<file path="src/rtl/coeff_pingpong_buffer.sv">
// Purpose: ping-pong assembler that collects indexed JPEG coefficients into 64-entry blocks.
// Latency: a block is presented on block_valid the cycle after its closing block_done edge.
// Backpressure: in_ready drops while both banks are full; anything offered then is dropped and flags err_overrun.
//
// Ports:
//   clk, rst_n        clock, asynchronous active-low reset
//   coeff_in          signed coefficient value (WIDTH bits)
//   coeff_index       coefficient position, zigzag order when ZIGZAG=1, natural order otherwise
//   coeff_valid       write strobe, taken only while in_ready=1
//   block_done        closes the fill bank, taken only while in_ready=1
//   block_tag_in      tag captured with block_done
//   in_ready          a fill bank is available
//   block_out_flat    presented block in natural order, entry k at [k*WIDTH +: WIDTH]
//   block_tag         tag of the presented block
//   block_valid       a full block is presented
//   block_ready       downstream takes the presented block
//   err_overrun       sticky: a write or close was offered while in_ready=0
module coeff_pingpong_buffer #(
    parameter int WIDTH  = 16,
    parameter int TAG_W  = 2,
    parameter int ZIGZAG = 1
) (
    input  logic                    clk,
    input  logic                    rst_n,
    input  logic signed [WIDTH-1:0] coeff_in,
    input  logic [5:0]              coeff_index,
    input  logic                    coeff_valid,
    input  logic                    block_done,
    input  logic [TAG_W-1:0]        block_tag_in,
    output logic                    in_ready,
    output logic [WIDTH*64-1:0]     block_out_flat,
    output logic [TAG_W-1:0]        block_tag,
    output logic                    block_valid,
    input  logic                    block_ready,
    output logic                    err_overrun
);

    // Zigzag scan position -> natural (raster) position.
    localparam logic [5:0] ZZ2NAT [64] = '{
        6'd0,  6'd1,  6'd8,  6'd16, 6'd9,  6'd2,  6'd3,  6'd10,
        6'd17, 6'd24, 6'd32, 6'd25, 6'd18, 6'd11, 6'd4,  6'd5,
        6'd12, 6'd19, 6'd26, 6'd33, 6'd40, 6'd48, 6'd41, 6'd34,
        6'd27, 6'd20, 6'd13, 6'd6,  6'd7,  6'd14, 6'd21, 6'd28,
        6'd35, 6'd42, 6'd49, 6'd56, 6'd57, 6'd50, 6'd43, 6'd36,
        6'd29, 6'd22, 6'd15, 6'd23, 6'd30, 6'd37, 6'd44, 6'd51,
        6'd58, 6'd59, 6'd52, 6'd45, 6'd38, 6'd31, 6'd39, 6'd46,
        6'd53, 6'd60, 6'd61, 6'd54, 6'd47, 6'd55, 6'd62, 6'd63
    };

    // Coefficient storage is never reset: the written-bitmaps mask stale
    // contents, which is what gives the implicit zero-fill.
    logic [WIDTH-1:0] mem    [2][64];
    logic [63:0]      bitmap [2];
    logic [TAG_W-1:0] tag_q  [2];

    logic       wp;       // bank currently filling
    logic       rp;       // oldest full bank, the one presented
    logic [1:0] count;    // number of full banks, 0..2
    logic       err_q;

    logic       wr_en;
    logic       close_en;
    logic       accept_en;
    logic [5:0] wr_addr;

    // in_ready and block_valid come from registered state only, so there is
    // no combinational path from block_ready back to in_ready.
    assign in_ready    = (count != 2'd2);
    assign block_valid = (count != 2'd0);

    assign wr_en     = coeff_valid && in_ready;
    assign close_en  = block_done  && in_ready;
    assign accept_en = block_valid && block_ready;

    assign wr_addr = (ZIGZAG != 0) ? ZZ2NAT[coeff_index] : coeff_index;

    always_ff @(posedge clk) begin
        if (wr_en) begin
            mem[wp][wr_addr] <= coeff_in;
        end
    end

    // When count is 1 the filling and presented banks differ; when count is
    // 0 or 2 either writes or accepts are impossible, so the set and the
    // clear below never target the same bank in one cycle.
    always_ff @(posedge clk or negedge rst_n) begin
        if (!rst_n) begin
            bitmap[0] <= '0;
            bitmap[1] <= '0;
        end else begin
            if (wr_en) begin
                bitmap[wp][wr_addr] <= 1'b1;
            end
            if (accept_en) begin
                bitmap[rp] <= '0;
            end
        end
    end

    always_ff @(posedge clk or negedge rst_n) begin
        if (!rst_n) begin
            tag_q[0] <= '0;
            tag_q[1] <= '0;
        end else if (close_en) begin
            tag_q[wp] <= block_tag_in;
        end
    end

    always_ff @(posedge clk or negedge rst_n) begin
        if (!rst_n) begin
            wp    <= 1'b0;
            rp    <= 1'b0;
            count <= 2'd0;
        end else begin
            if (close_en) begin
                wp <= ~wp;
            end
            if (accept_en) begin
                rp <= ~rp;
            end
            unique case ({close_en, accept_en})
                2'b10:   count <= count + 2'd1;
                2'b01:   count <= count - 2'd1;
                default: count <= count;
            endcase
        end
    end

    always_ff @(posedge clk or negedge rst_n) begin
        if (!rst_n) begin
            err_q <= 1'b0;
        end else if ((coeff_valid || block_done) && !in_ready) begin
            err_q <= 1'b1;
        end
    end

    assign err_overrun = err_q;
    assign block_tag   = tag_q[rp];

    for (genvar k = 0; k < 64; k++) begin : g_out
        assign block_out_flat[k*WIDTH +: WIDTH] = bitmap[rp][k] ? mem[rp][k] : '0;
    end

endmodule

</file>
<file path="config.mk">
export PLATFORM = sky130hd
export DESIGN_NAME = coeff_pingpong_buffer
export DESIGN_NICKNAME = d
export VERILOG_FILES = /design/src/rtl/coeff_pingpong_buffer.sv
export SDC_FILE = /design/constraint.sdc
export NUM_CORES = 2
export LEC_CHECK = 0
export ABC_AREA = 1
export BUFFER_PORTS_ARGS = -buffer_cell sky130_fd_sc_hd__buf_2
export CAP_MARGIN = 20
export CELL_PAD_IN_SITES_DETAIL_PLACEMENT = 1
export CELL_PAD_IN_SITES_GLOBAL_PLACEMENT = 2
export CORE_UTILIZATION = 38
export CTS_CLUSTER_DIAMETER = 120
export DETAILED_ROUTE_END_ITERATION = 7
export PLACE_DENSITY = 0.8
export SLEW_MARGIN = 20
export SYNTH_ARGS = -nofsm -noshare
export SYNTH_HDL_FRONTEND = slang
export SYNTH_SLANG_ARGS = --single-unit
</file>
<file path="constraint.sdc">
create_clock -name clk -period 2.79 [get_ports clk]
set_input_delay 0.279 -clock clk [delete_from_list [all_inputs] [get_ports clk]]
set_output_delay 0.279 -clock clk [all_outputs]
set_load 0.03 [all_outputs]
</file>
### Word-level counts from Yosys, hierarchy flattened

Memory sizes are Yosys's and may differ from the RTL's.
Cells that the tools add are included.

* $add $sub $neg: 2
* order comparisons: 9
* reduce and logical (&&, ||, !) cells: 12
* muxes and demuxes: 88
* multipliers: 0
* div/mod/pow operators: 0
* shift operators: 0
* equality and inequality tests: 3
* bitwise logic cells: 9

Operators by type and width (count)
* 16-bit two-way mux: 65
* 1024-bit two-way mux: 1
* 64-bit two-way mux: 5
* 128-bit two-way mux: 2
* 128-bit AND: 1
* 64-bit demux with 1-bit select: 2
* 128-bit inverter: 1
* 128-bit OR: 1
* 16-bit demux with 6-bit select: 1
* 7-bit greater-or-equal comparator, second input constant: 2
* 6-bit inverter with 7-bit output: 2
* 6-bit two-way mux: 2
* 1-bit logical AND: 8
* 2-bit two-way mux: 4
* 6-bit by 7-bit < comparator with 1-bit output, second input constant: 1
* 7-bit by 1-bit < comparator with 1-bit output, second input constant: 1
* 1-bit demux with 6-bit select: 1
* 6-bit by 1-bit greater-or-equal comparator with 1-bit output, second input constant: 1
* 4-bit bitwise mux: 1
* 2-bit greater-or-equal comparator, second input constant: 2
* 2-bit by 1-bit < comparator with 1-bit output, second input constant: 2
* 1-bit inverter with 2-bit output: 2
* 2-bit one-hot mux with 2 select lines: 1
* 2-bit nonzero test: 2
* 10 further kinds: 12

* ROM bits: 384
* memories: 2
* word-level logic and storage cells: 133
* output and inout port bits: 1029
* input bits: 29
* bits in writable memories: 2048
* bits in latches: 0
* register bits: 137

Memory list
* mem: words 2, width 1024, read ports 1, clocked after Yosys merged registers in 0, write ports 1, line 52 `logic [WIDTH-1:0] mem [2][64];`
* (name not given): words 64, width 6, read ports 1, clocked after Yosys merged registers in 0, write ports 0, line 75 `assign wr_addr = (ZIGZAG != 0) ? ZZ2NAT[coeff_index] : coeff_index;`

### Longest topological paths before layout

* word-level depth: 14
* mapped depth: 14
* gate-level depth less buffers: 13

### Worst setup path after synthesis

Ideal clock, no wire load.

* path kind: input to register
* start: input port coeff_index[2]
* end: memory mem[1][144] in the netlist's numbering, enable pin
* buffers on the path: 3
* arrival time: 2125 ps
* data required time: 2426 ps
* library setup time: 364 ps
* path slack: 301 ps
* cell stages on the path: 12
* cell sequence: buf_6 -> inv_4 -> buf_6 -> ha_1 -> o21ai_0 -> nor2_1 -> nand2_1 -> nand4_2 -> nor2_4 -> buf_6 -> nand3_1 -> inv_1

* word-level cells in the longest chain between the ends: 10
* elaborated cells on any way between the ends: 11
* those cells by class: order compare (2); mux (5); bitwise (2); reduce/logical (1); memory (1)

Ends and longest elaborated chain
* start: declaration: line 26 `input logic [5:0] coeff_index,`
* 6-bit inverter with 7-bit output (not written as such) (*): line 75
* memory 64 x 6 bit (*)
* 6-bit two-way mux (not written as such) (*) (2 in series): line 75
* 6-bit inverter with 7-bit output (not written as such) (*): line 79 `mem[wp][wr_addr] <= coeff_in;`
* 7-bit greater-or-equal comparator (not written as such) or 7-bit by 1-bit < comparator with 1-bit output (tied branches): line 79
* 1-bit logical AND (not written as such): line 79
* 16-bit two-way mux (not written as such): line 79
* 16-bit demux with 6-bit select (*): line 79
* 1024-bit two-way mux (not written as such) (*): line 79
* end: declaration: line 52

Every way passes the cells marked *; elsewhere a longest branch is shown, timed or not. The select of a mux whose other input is x is not followed.

### Worst setup path after layout

* start: register rp
* end: output port block_out_flat[337]

* word-level cells in the longest chain between the ends: 5
* elaborated cells on any way between the ends: 6
* those cells by class: mux (4); bitwise (1); memory (1)

Ends and longest elaborated chain
* start: declaration: line 57 `logic rp;`
* start signal: assignment: line 119 `rp <= ~rp;`
* 1-bit inverter with 2-bit output (not written as such): line 141 `assign block_out_flat[k*WIDTH +: WIDTH] = bitmap[rp][k] ? mem[rp][k] : '0;`
* 64-bit two-way mux (3 in series)
* 16-bit two-way mux (*): line 141
* end: declaration: line 31 `output logic [WIDTH*64-1:0] block_out_flat,`

Marks and branches as above.

==> metrics <==
# port buffers 1057; area grow syn2layout 30.95%; layer with the highest usage met2; largest net degree at the start of global routing 105; Power Dens Cells 818.9 nW/um^2; grt met3 use 0.04241; library cells used by synthesis 29; total grt overflow 0; share of cells above drive strength 1 0.2404; Final Critical Period 3122 ps; M1 GR Usage 0.3590; Via Count 67310; most frequent cells in the layout nand2_1 (3995), edfxtp_1 (2048), inv_1 (1133), buf_2 (676), buf_4 (297); hold_ws 112.2 ps; Synth Instances 8569; Initial Util 0.3824; Vias per Instance 5.012; # H-tree levels 4; Pwr Total 0.09654 W; number of max-cap violations 0; final hold vios 0; Die H 488.7 microns; clock sinks 2185; Worst-Margin Slew 961.0 ps; Synth Area per Inst 10.51 sq um; met2 Use GR 0.4576; #FFs+latches synth 2185; remaining antenna violation count 0; # nets final 10120; post-DR wirelength/cell 25.57 microns; highest clock rate 320.3 MHz; vias in the first global route 67910; Slew HR 0.3593; Synth Net Count 8613; arrival time of the worst setup path 2840 ps; drc violations 0; CTS tree done; 1st-pass router iterations 5; failing checks setup timing; Critical Path Source Type flip-flop; I/O pins 1058; synth warn 0; sequential share of the synthesized area 0.7212; Syn Std Cell Area 90030 sq um; # rows 178; CTS Root Cell clkbuf_16; core outline area 235400 sq um; Final period util 1.119; Max VDD drop 582.2 uV; critical path type flip-flop to primary output; initial DRC count 6248; Num CTS Buffers 226; initial antenna violation count 21; Hold WC Path Type primary input to async pin; first-pass GRT wire length 474700 microns; Clock transition at path regs 60 ps; gpl congestion 0.8691; Crit. End Element primary output; commonest non-fill, non-tap cell in the layout nand2_1; worst setup margin -332.2 ps; Pleak 57.14 nW; CTS Buffer Depth 3; drt total wl 343300 microns; Die Wd 488.7 microns; HPWL after DPL 217100 microns; # setup viols final 1025; worst clock skew 41.87 ps; max-slew violations 0; unrepaired setup endpoints after global routing yes; worst-path maximum fanout 15; worst skew pair latency 890 ps; DIE AREA 238900 sq um; outcome finished with violations; required time of the critical path 2510 ps; Tot GR Track Use 0.2780
[where the power goes]
part           switching, W  internal [W]  total [W]
registers          0.000196        0.0363     0.0365
logic                0.0193        0.0102     0.0295
clock network        0.0132        0.0174     0.0306
total                0.0327        0.0638     0.0965
[routing by layer]
metal | up-vias | wire [microns]
met4 | 14 | 17330
met2 | 2627 | 165100
li1 | 30020 | -
met3 | 528 | 23620
met5 | - | 93
met1 | 34120 | 137200
[sequential cells by signal, indices dropped and copies added, names as in the netlist]
name and count:
tag_q 4, mem 2048, count 2, bitmap 128, err_overrun 1, rp 1
wp 1
[stage by stage]
step                std cells  worst slack, ps  area, sq um  TNS [ps]  utilization
floorplan                8569            300.9        90030         0            -
global placement        12810           -440.2       103600     -3119       0.4401
detailed placement      12810            10.98       103600         0       0.4403
CTS                     13340           -433.9       114700   -361700       0.4871
global route            13420           -435.8       117900   -342010       0.5007
finish                  13430           -332.2       117900   -208420       0.5008
[cell usage after synthesis]
library cell,instances,share of area
nor2_4,17,0.0021
o21ai_1,65,0.0036
clkinv_1,1,0.000042
or2_2,1,0.000070
nand2_4,2,0.00025
ha_1,15,0.0021
edfxtp_1,2048,0.68
o21ai_0,8,0.00044
buf_1,28,0.0012
nand2_1,4272,0.18
clkbuf_1,259,0.011
inv_1,1297,0.054
xor2_1,1,0.000097
nand4_2,1,0.00014
a21oi_1,135,0.0075
buf_2,59,0.0033
nand3_2,2,0.00022
inv_4,2,0.00014
xnor2_1,1,0.000097
nor2_2,1,0.000070
buf_6,15,0.0019
nand4_1,97,0.0067
nor2_1,17,0.00071
o21bai_1,1,0.000083
dfrtp_1,137,0.038
nand3_1,72,0.0040
buf_4,7,0.00058
inv_2,4,0.00017
nand2_2,4,0.00028
[layout make-up]
| type | count | area (sq um) |
|---|---|---|
| fill | 25350 | 117500 |
| tap | 3150 | 3941 |
| clock inverter | 132 | 1424 |
| multi-input combinational | 4712 | 20000 |
| timing repair buffer | 1642 | 16510 |
| antenna | 8 | 20.02 |
| inverter | 1304 | 4954 |
| clock buffer | 296 | 6111 |
| sequential | 2185 | 64930 |
[worst max-delay path: stages (launching register included)]
cell,delay (ps)
dfrtp_4,550
buf_12,160
buf_16,170
o21ai_2,300
buf_6,220
nand2_1,90
inv_1,210
buf_2,250
[kinds of logic after synthesis]
kind of cell,share of synthesized area
AO/OA/AOI/OAI,0.01165
buffers and inverters,0.07213
adder cells (fa/ha/maj),0.002085
AND/OR/NAND/NOR,0.1927
flip-flops,0.7212
XOR/XNOR,0.0001946
[repair_timing]
action / 4_1_cts / 5_1_grt
buffers inserted: 39 / 41
pin swaps: 18 / 58
hold endpoints to repair: 619 / 0
resized for setup: 579 / 853
setup endpoints to repair: 1026 / 1026
gates cloned: 44 / 46
hold buffers: 21 / 0
[final timing paths]
check	start	end	slack, ps	cells after the start
setup / recovery	rp$_DFFE_PN0P_	block_out_flat[337]	-330	7
hold / removal	rst_n	bitmap[40]$_DFF_PN0_	110	2
setup reg to reg	count[1]$_DFFE_PN0P_	mem[0][480]$_DFFE_PP_	220	9
hold reg to reg	tag_q[1]$_DFFE_PN0P_	tag_q[1]$_DFFE_PN0P_	510	2
max in group asynchronous	rst_n	bitmap[93]$_DFF_PN0_	1760	3
min in group clk	block_ready	rp$_DFFE_PN0P_	230	5
Note: power is estimated with default switching activity, not from simulation.
